`src/rtl/m68k_bus_master_if.sv`:
```
// Request side and 68000 bus side of m68k_bus_master, grouped into one bundle.
// master: the bus initiator. slave: the requester together with the bus
// responder (ROM/DTACK decode, bench models).
interface m68k_bus_master_if;
  // request side
  logic        req;
  logic        we;
  logic [1:0]  be;
  logic [22:0] addr;
  logic [15:0] wdata;
  logic        busy;
  logic        done;
  logic        err;
  logic [15:0] rdata;
  // 68000 bus side
  logic [22:0] a;
  logic        as_n;
  logic        uds_n;
  logic        lds_n;
  logic        r_w;
  logic [15:0] d_out;
  logic        d_oe;
  logic [15:0] d_in;
  logic        dtack_n;
  logic        berr_n;

  modport master (
    input  req, we, be, addr, wdata, d_in, dtack_n, berr_n,
    output busy, done, err, rdata, a, as_n, uds_n, lds_n, r_w, d_out, d_oe
  );

  modport slave (
    output req, we, be, addr, wdata, d_in, dtack_n, berr_n,
    input  busy, done, err, rdata, a, as_n, uds_n, lds_n, r_w, d_out, d_oe
  );
endinterface

```
`src/rtl/m68k_bus_master.sv`:
```
// 68000-style asynchronous bus cycle initiator. One clk_i period is one
// S-state. Every output is registered and follows the current state.
// Optional macro M68K_BUS_TIMEOUT_EN: forces a bus error after TIMEOUT_CYCLES
// S4 cycles with no _DTACK/_BERR; without it S4 waits indefinitely.
//
// state | meaning
// IDLE  | waiting for req; A holds its last value
// S0-S1 | address phase, strobes inactive
// S2-S3 | _AS low (read strobes low, write R_W low / D_OE from S3)
// S4    | wait for _DTACK or _BERR (_BERR wins)
// S5-S6 | acknowledged; read data captured at the end of S6
// S7    | strobes released, DONE/ERR pulse
// BAD   | req with no byte enables: DONE+ERR, no bus activity
module m68k_bus_master #(
  parameter int TIMEOUT_CYCLES = 64
) (
  input logic clk_i,
  input logic rst_i,
  m68k_bus_master_if.master bus
);

  if (TIMEOUT_CYCLES < 1 || TIMEOUT_CYCLES > 255) begin : g_param_check
    $error("TIMEOUT_CYCLES must be in 1..255");
  end

  typedef enum logic [3:0] {
    ST_IDLE, ST_S0, ST_S1, ST_S2, ST_S3, ST_S4, ST_S5, ST_S6, ST_S7, ST_BAD
  } state_t;

  state_t      state_q, state_d;
  logic        we_q, we_d;
  logic [1:0]  be_q, be_d;
  logic [15:0] wdata_q, wdata_d;
  logic        err_flag_q, err_flag_d;
  logic        timeout_hit;

  logic        busy_q, busy_d;
  logic        done_q, done_d;
  logic        err_q, err_d;
  logic [15:0] rdata_q, rdata_d;
  logic [22:0] a_q, a_d;
  logic        as_n_q, as_n_d;
  logic        uds_n_q, uds_n_d;
  logic        lds_n_q, lds_n_d;
  logic        rw_q, rw_d;
  logic [15:0] dout_q, dout_d;
  logic        doe_q, doe_d;

  logic        win_rd, win_wr, strobe_on;

`ifdef M68K_BUS_TIMEOUT_EN
  localparam logic [7:0] TMO_LAST = 8'(TIMEOUT_CYCLES - 1);
  logic [7:0] tmo_cnt_q;

  // S4 wait counter: cleared on the way into S4, counts cycles spent waiting
  always_ff @(posedge clk_i) begin
    if (rst_i)                                  tmo_cnt_q <= '0;
    else if (state_q == ST_S3)                  tmo_cnt_q <= '0;
    else if (state_q == ST_S4 && state_d == ST_S4) tmo_cnt_q <= tmo_cnt_q + 8'd1;
  end

  assign timeout_hit = (tmo_cnt_q == TMO_LAST);
`else
  assign timeout_hit = 1'b0;
`endif

  // state and captured request
  always_ff @(posedge clk_i) begin
    if (rst_i) begin
      state_q    <= ST_IDLE;
      we_q       <= 1'b0;
      be_q       <= 2'b00;
      wdata_q    <= '0;
      err_flag_q <= 1'b0;
    end else begin
      state_q    <= state_d;
      we_q       <= we_d;
      be_q       <= be_d;
      wdata_q    <= wdata_d;
      err_flag_q <= err_flag_d;
    end
  end

  // next state, request capture, and next value of every registered output
  always_comb begin
    state_d    = state_q;
    we_d       = we_q;
    be_d       = be_q;
    wdata_d    = wdata_q;
    a_d        = a_q;
    err_flag_d = err_flag_q;

    case (state_q)
      ST_IDLE: begin
        if (bus.req) begin
          if (bus.be != 2'b00) begin
            state_d    = ST_S0;
            we_d       = bus.we;
            be_d       = bus.be;
            wdata_d    = bus.wdata;
            a_d        = bus.addr;
            err_flag_d = 1'b0;
          end else begin
            state_d = ST_BAD;
          end
        end
      end
      ST_S0: state_d = ST_S1;
      ST_S1: state_d = ST_S2;
      ST_S2: state_d = ST_S3;
      ST_S3: state_d = ST_S4;
      ST_S4: begin
        if (!bus.berr_n || (bus.dtack_n && timeout_hit)) begin
          state_d    = ST_S7;
          err_flag_d = 1'b1;
        end else if (!bus.dtack_n) begin
          state_d = ST_S5;
        end
      end
      ST_S5:   state_d = ST_S6;
      ST_S6:   state_d = ST_S7;
      ST_S7:   state_d = ST_IDLE;
      ST_BAD:  state_d = ST_IDLE;
      default: state_d = ST_IDLE;
    endcase

    win_rd = (state_d == ST_S2) || (state_d == ST_S3) || (state_d == ST_S4) ||
             (state_d == ST_S5) || (state_d == ST_S6);
    win_wr = (state_d == ST_S4) || (state_d == ST_S5) || (state_d == ST_S6);
    strobe_on = we_d ? win_wr : win_rd;

    busy_d  = (state_d != ST_IDLE);
    done_d  = (state_d == ST_S7) || (state_d == ST_BAD);
    err_d   = (state_d == ST_BAD) || ((state_d == ST_S7) && err_flag_d);
    as_n_d  = !win_rd;
    uds_n_d = !(strobe_on && be_d[1]);
    lds_n_d = !(strobe_on && be_d[0]);
    rw_d    = !(we_d && (win_rd || state_d == ST_S7));
    doe_d   = we_d && ((state_d == ST_S3) || win_wr || (state_d == ST_S7));
    dout_d  = doe_d ? wdata_d : dout_q;
    // read data is taken at the end of S6 only; a bus error never reaches S6
    rdata_d = (state_q == ST_S6 && !we_q) ? bus.d_in : rdata_q;
  end

  // registered outputs
  always_ff @(posedge clk_i) begin
    if (rst_i) begin
      busy_q  <= 1'b0;
      done_q  <= 1'b0;
      err_q   <= 1'b0;
      rdata_q <= '0;
      a_q     <= '0;
      as_n_q  <= 1'b1;
      uds_n_q <= 1'b1;
      lds_n_q <= 1'b1;
      rw_q    <= 1'b1;
      dout_q  <= '0;
      doe_q   <= 1'b0;
    end else begin
      busy_q  <= busy_d;
      done_q  <= done_d;
      err_q   <= err_d;
      rdata_q <= rdata_d;
      a_q     <= a_d;
      as_n_q  <= as_n_d;
      uds_n_q <= uds_n_d;
      lds_n_q <= lds_n_d;
      rw_q    <= rw_d;
      dout_q  <= dout_d;
      doe_q   <= doe_d;
    end
  end

  assign bus.busy  = busy_q;
  assign bus.done  = done_q;
  assign bus.err   = err_q;
  assign bus.rdata = rdata_q;
  assign bus.a     = a_q;
  assign bus.as_n  = as_n_q;
  assign bus.uds_n = uds_n_q;
  assign bus.lds_n = lds_n_q;
  assign bus.r_w   = rw_q;
  assign bus.d_out = dout_q;
  assign bus.d_oe  = doe_q;

endmodule
```
`src/flat_wrapper.sv`:
```
// flat-port wrapper written by rule: the top's interface ports become plain ports
module m68k_bus_master_flat 
#(
  parameter int TIMEOUT_CYCLES = 64
)
  (clk_i, rst_i, bus_req, bus_we, bus_be, bus_addr, bus_wdata, bus_d_in, bus_dtack_n, bus_berr_n, bus_busy, bus_done, bus_err, bus_rdata, bus_a, bus_as_n, bus_uds_n, bus_lds_n, bus_r_w, bus_d_out, bus_d_oe);
  m68k_bus_master_if bus_i ();
  input logic clk_i;
  input logic rst_i;
  input wire logic [$bits(bus_i.req)-1:0] bus_req;
  input wire logic [$bits(bus_i.we)-1:0] bus_we;
  input wire logic [$bits(bus_i.be)-1:0] bus_be;
  input wire logic [$bits(bus_i.addr)-1:0] bus_addr;
  input wire logic [$bits(bus_i.wdata)-1:0] bus_wdata;
  input wire logic [$bits(bus_i.d_in)-1:0] bus_d_in;
  input wire logic [$bits(bus_i.dtack_n)-1:0] bus_dtack_n;
  input wire logic [$bits(bus_i.berr_n)-1:0] bus_berr_n;
  output wire logic [$bits(bus_i.busy)-1:0] bus_busy;
  output wire logic [$bits(bus_i.done)-1:0] bus_done;
  output wire logic [$bits(bus_i.err)-1:0] bus_err;
  output wire logic [$bits(bus_i.rdata)-1:0] bus_rdata;
  output wire logic [$bits(bus_i.a)-1:0] bus_a;
  output wire logic [$bits(bus_i.as_n)-1:0] bus_as_n;
  output wire logic [$bits(bus_i.uds_n)-1:0] bus_uds_n;
  output wire logic [$bits(bus_i.lds_n)-1:0] bus_lds_n;
  output wire logic [$bits(bus_i.r_w)-1:0] bus_r_w;
  output wire logic [$bits(bus_i.d_out)-1:0] bus_d_out;
  output wire logic [$bits(bus_i.d_oe)-1:0] bus_d_oe;
  assign bus_i.req = bus_req;
  assign bus_i.we = bus_we;
  assign bus_i.be = bus_be;
  assign bus_i.addr = bus_addr;
  assign bus_i.wdata = bus_wdata;
  assign bus_i.d_in = bus_d_in;
  assign bus_i.dtack_n = bus_dtack_n;
  assign bus_i.berr_n = bus_berr_n;
  assign bus_busy = bus_i.busy;
  assign bus_done = bus_i.done;
  assign bus_err = bus_i.err;
  assign bus_rdata = bus_i.rdata;
  assign bus_a = bus_i.a;
  assign bus_as_n = bus_i.as_n;
  assign bus_uds_n = bus_i.uds_n;
  assign bus_lds_n = bus_i.lds_n;
  assign bus_r_w = bus_i.r_w;
  assign bus_d_out = bus_i.d_out;
  assign bus_d_oe = bus_i.d_oe;
  m68k_bus_master #(.TIMEOUT_CYCLES(TIMEOUT_CYCLES)) u_core (.clk_i(clk_i), .rst_i(rst_i), .bus(bus_i));
endmodule
```
`config.mk`:
```
export PLATFORM = sky130hd
export DESIGN_NAME = m68k_bus_master_flat
export DESIGN_NICKNAME = d
export VERILOG_FILES = /design/src/rtl/m68k_bus_master_if.sv /design/src/rtl/m68k_bus_master.sv /design/src/flat_wrapper.sv
export SDC_FILE = /design/constraint.sdc
export NUM_CORES = 1
export LEC_CHECK = 0
export CORE_UTILIZATION = 40
export CTS_CLUSTER_SIZE = 12
export DETAILED_ROUTE_END_ITERATION = 7
export PLACE_DENSITY = 0.75
export SYNTH_ARGS = -nofsm -noshare
export SYNTH_HDL_FRONTEND = slang
export SYNTH_SLANG_ARGS = --single-unit
```
`constraint.sdc`:
```
create_clock -name clk_i -period 1.5 [get_ports clk_i]
set_input_delay 0.375 -clock clk_i [delete_from_list [all_inputs] [get_ports clk_i]]
set_output_delay 0.375 -clock clk_i [all_outputs]
set_load 0.05 [all_outputs]
```
==> results.py <==
metrics = {
    "sta": {
        "tightest_slew_ps": 385,
        "setup_slack_ps": -64.7,
        "hold_ws_ps": 378,
        "final.min_clock_period_ps": 1560,
        "clock.fmax_ghz": 0.639,
        "rsz0062_at_grt": "yes",
        "clock_skew_ps": 7.04,
        "finalHoldViolations": 0,
        "drv_slew": 0,
        "period_share": 1.04,
        "setup_viol": 30,
        "max_slew_margin": 0.743,
    },
    "power_and_ir_drop": {
        "p_per_area_nw_per_um2": 900,
        "p_leak_nw": 2.29,
        "vdd_drop_max_mv": 0.470,
    },
    "cts": {
        "cts_sinks": 87,
        "cts_tree": "done",
        "htreeDepth": 3,
        "clock_latency_ps": 340,
        "clk_pin_slew_ps": 90,
        "cts-hold-fix-buffers": 0,
        "cts-root-buf": "clkbuf_8",
        "clockBufferDepth": 2,
        "cts_buffers": 9,
    },
    "synthesis": {
        "synth_area_leaders": "dfxtp_1, nand2b_1, mux2i_1",
        "synth.distinct_cells": 34,
        "syn_area_um2": 3650,
        "syn_area_per_cell_um2": 9.35,
        "synthCells": 390,
        "synth_area_leader_cell": "dfxtp_1",
        "ys_ff_latch": 87,
        "yosys_warnings": 0,
        "synth_top_area_share": 0.478,
        "synth_nets": 453,
        "ys_seq_area_frac": 0.478,
    },
    "critical_path": {
        "critPathArrivalTime_ps": 1830,
        "cp_slowest_cell": "or3_4",
        "cp-end-kind": "flip-flop",
        "cp-startpoint": "u_core.state_q[1]",
        "path_max_fanout": 6,
        "worstPathCellList": "or3_4, nor3_4, buf_6, buf_12, buf_16, mux2i_1",
        "rr_startpoint": "u_core.state_q[1]",
        "worstSetupPathType": "reg2reg",
        "critPathRequiredTime_ps": 1770,
        "start_kind": "flip-flop",
        "slowest_delay_ps": 400,
    },
    "detailed_routing": {
        "via_per_inst": 5.15,
        "drcViolationCount": 0,
        "wl_per_cell_um": 14.8,
        "initialDrtViolationCount": 85,
        "dr_wl_met2_um": 4640,
        "drt_first_pass_iters": 4,
        "top_layer_used": "met4",
        "wl_met3_um": 706,
        "routed_wl_um": 9550,
        "ant_nets": 0,
        "num_vias": 3317,
        "met1_length_um": 4090,
    },
    "final_layout": {
        "final_cell_mix": "nand2b_1, dfxtp_1, buf_12, clkdlybuf4s50_1, mux2i_1",
        "final_common_cell": "nand2b_1",
        "antenna_cells": 0,
        "syn_to_final_growth_pct": 67.7,
        "final_cell_count_no_fill": 644,
        "drive_gt1_frac": 0.235,
        "final_nets": 594,
        "n_fill_cell": 673,
    },
    "grt": {
        "grt_pass1_vias": 3265,
        "grt_max_degree": 46,
        "grt_use_total": 0.201,
        "grt_overflow_total": 0,
        "grt_pass1_wl_um": 15500,
        "antenna_found_initial": 0,
    },
    "placed_design": {
        "gp_congestion": 0.807,
        "pre_cts_ws_ps": -433,
        "dp.cells": 621,
        "dp_hpwl_um": 6630,
        "portBuffers": 125,
    },
    "floorplanning": {
        "die_x_um": 97.5,
        "die_area_um2": 9500,
        "fp.coreArea_um2": 8760,
        "io_pins": 126,
        "die_height_um": 97.5,
        "core.rowCount": 34,
        "initial_core_util": 0.416,
    },
    "worst_hold_path": {
        "min-delay-start": "rst_i",
        "min_path_type": "in2reg",
    },
    "outcome": {
        "violations": "setup timing",
        "outcome": "finished, violations left",
    },
    "run": {
        "drv_cap": 0,
    },
}
==> metal layers <==
metal,vias to the layer above,global-route usage
met1,1562,0.245
met3,11,0.0547
li1,1620,-
met2,124,0.342
met5,-,0
met4,0,0.0656
==> what timing repair did <==
action / in CTS / in global routing
setup buffers: 5 / 1
gates resized for setup: 11 / 6
pin swaps: 4 / 0
endpoints found under the setup margin: 42 / 49
cloned: 2 / 0
==> through the flow <==
stage,TNS [ps],cell area [um2],util,power (mW)
after global placement,-11500,5750,0.656,3.73
after detailed placement,-15340,5750,0.656,3.76
after CTS,-380,6080,0.694,5.53
after global routing,-2730,6120,0.698,5.74
after floorplan,0,3650,-,3.15
final,-427,6120,0.698,5.50
==> flip-flops by register name (all words and copies together) (netlist names), 2 cells and up <==
name / flops
u_core.be_q: 2
u_core.bus.a: 23
u_core.bus.d_out: 16
u_core.bus.rdata: 16
u_core.state_q: 4
u_core.wdata_q: 16
==> cell type report <==
class                   instances  area [um2]  area share
clock buffers                  12         155      0.0254
clock inverters                 4        53.8     0.00880
inverters                       4        15.0     0.00245
multi-input cells             268        1770       0.289
flip-flops and latches         87        1750       0.285
well taps                     108         135      0.0221
repair buffers                161        2240       0.367
==> power by group <==
| group | switching (mW) | internal (mW) | leakage, nW |
|---|---|---|---|
| registers | 0.0946 | 2.42 | 0.709 |
| logic | 0.596 | 0.704 | 1.49 |
| clock network | 0.821 | 0.866 | 0.0988 |
==> cells in the mapped netlist <==
| cell | instances |
|---|---|
| dfxtp_1 | 87 |
| nand2b_1 | 86 |
| mux2i_1 | 40 |
| a21oi_1 | 36 |
| o21ai_0 | 35 |
| nand3_1 | 33 |
| clkbuf_1 | 23 |
| and3_1 | 4 |
| buf_2 | 4 |
| buf_6 | 4 |
| nor2_1 | 4 |
| nor2b_1 | 4 |
| inv_1 | 3 |
| o21a_1 | 3 |
| a31oi_1 | 2 |
| nand4b_1 | 2 |
| o21ba_2 | 2 |
| o221ai_1 | 2 |
| a21boi_0 | 1 |
| a21o_1 | 1 |
| a221oi_1 | 1 |
| a2bb2oi_1 | 1 |
| and2_1 | 1 |
| and4b_1 | 1 |
| clkinv_1 | 1 |
| nand2_1 | 1 |
| nor3_1 | 1 |
| nor3_4 | 1 |
| nor4b_1 | 1 |
| o211ai_1 | 1 |
| o21bai_1 | 1 |
| o32ai_1 | 1 |
| or3_1 | 1 |
| or4bb_1 | 1 |
==> critical path, delay by kind of cell, from the launching register on <==
kind / cells / cell delay [ps]
DFF: 1 / 320
and+or+nand+nor: 2 / 600
buffers and inverters: 3 / 370
muxes: 1 / 210
==> final timing paths <==
check,slack (ps),to,depth (start not counted)
min reg2reg,470,u_core.bus.d_out[14],2
min,380,u_core.state_q[1],3
max reg2reg,-60,u_core.wdata_q[6],6
max,-60,u_core.wdata_q[6],6
==> cell families (layout without fill, tap and decap cells) <==
group | after synthesis | in the layout | synth area share
compound gates | 87 | 87 | 0.133
buf+inv | 35 | 181 | 0.0456
flops | 87 | 87 | 0.478
mux | 40 | 40 | 0.110
simple gates | 141 | 141 | 0.234
Note: power is estimated with default switching activity, not from simulation.
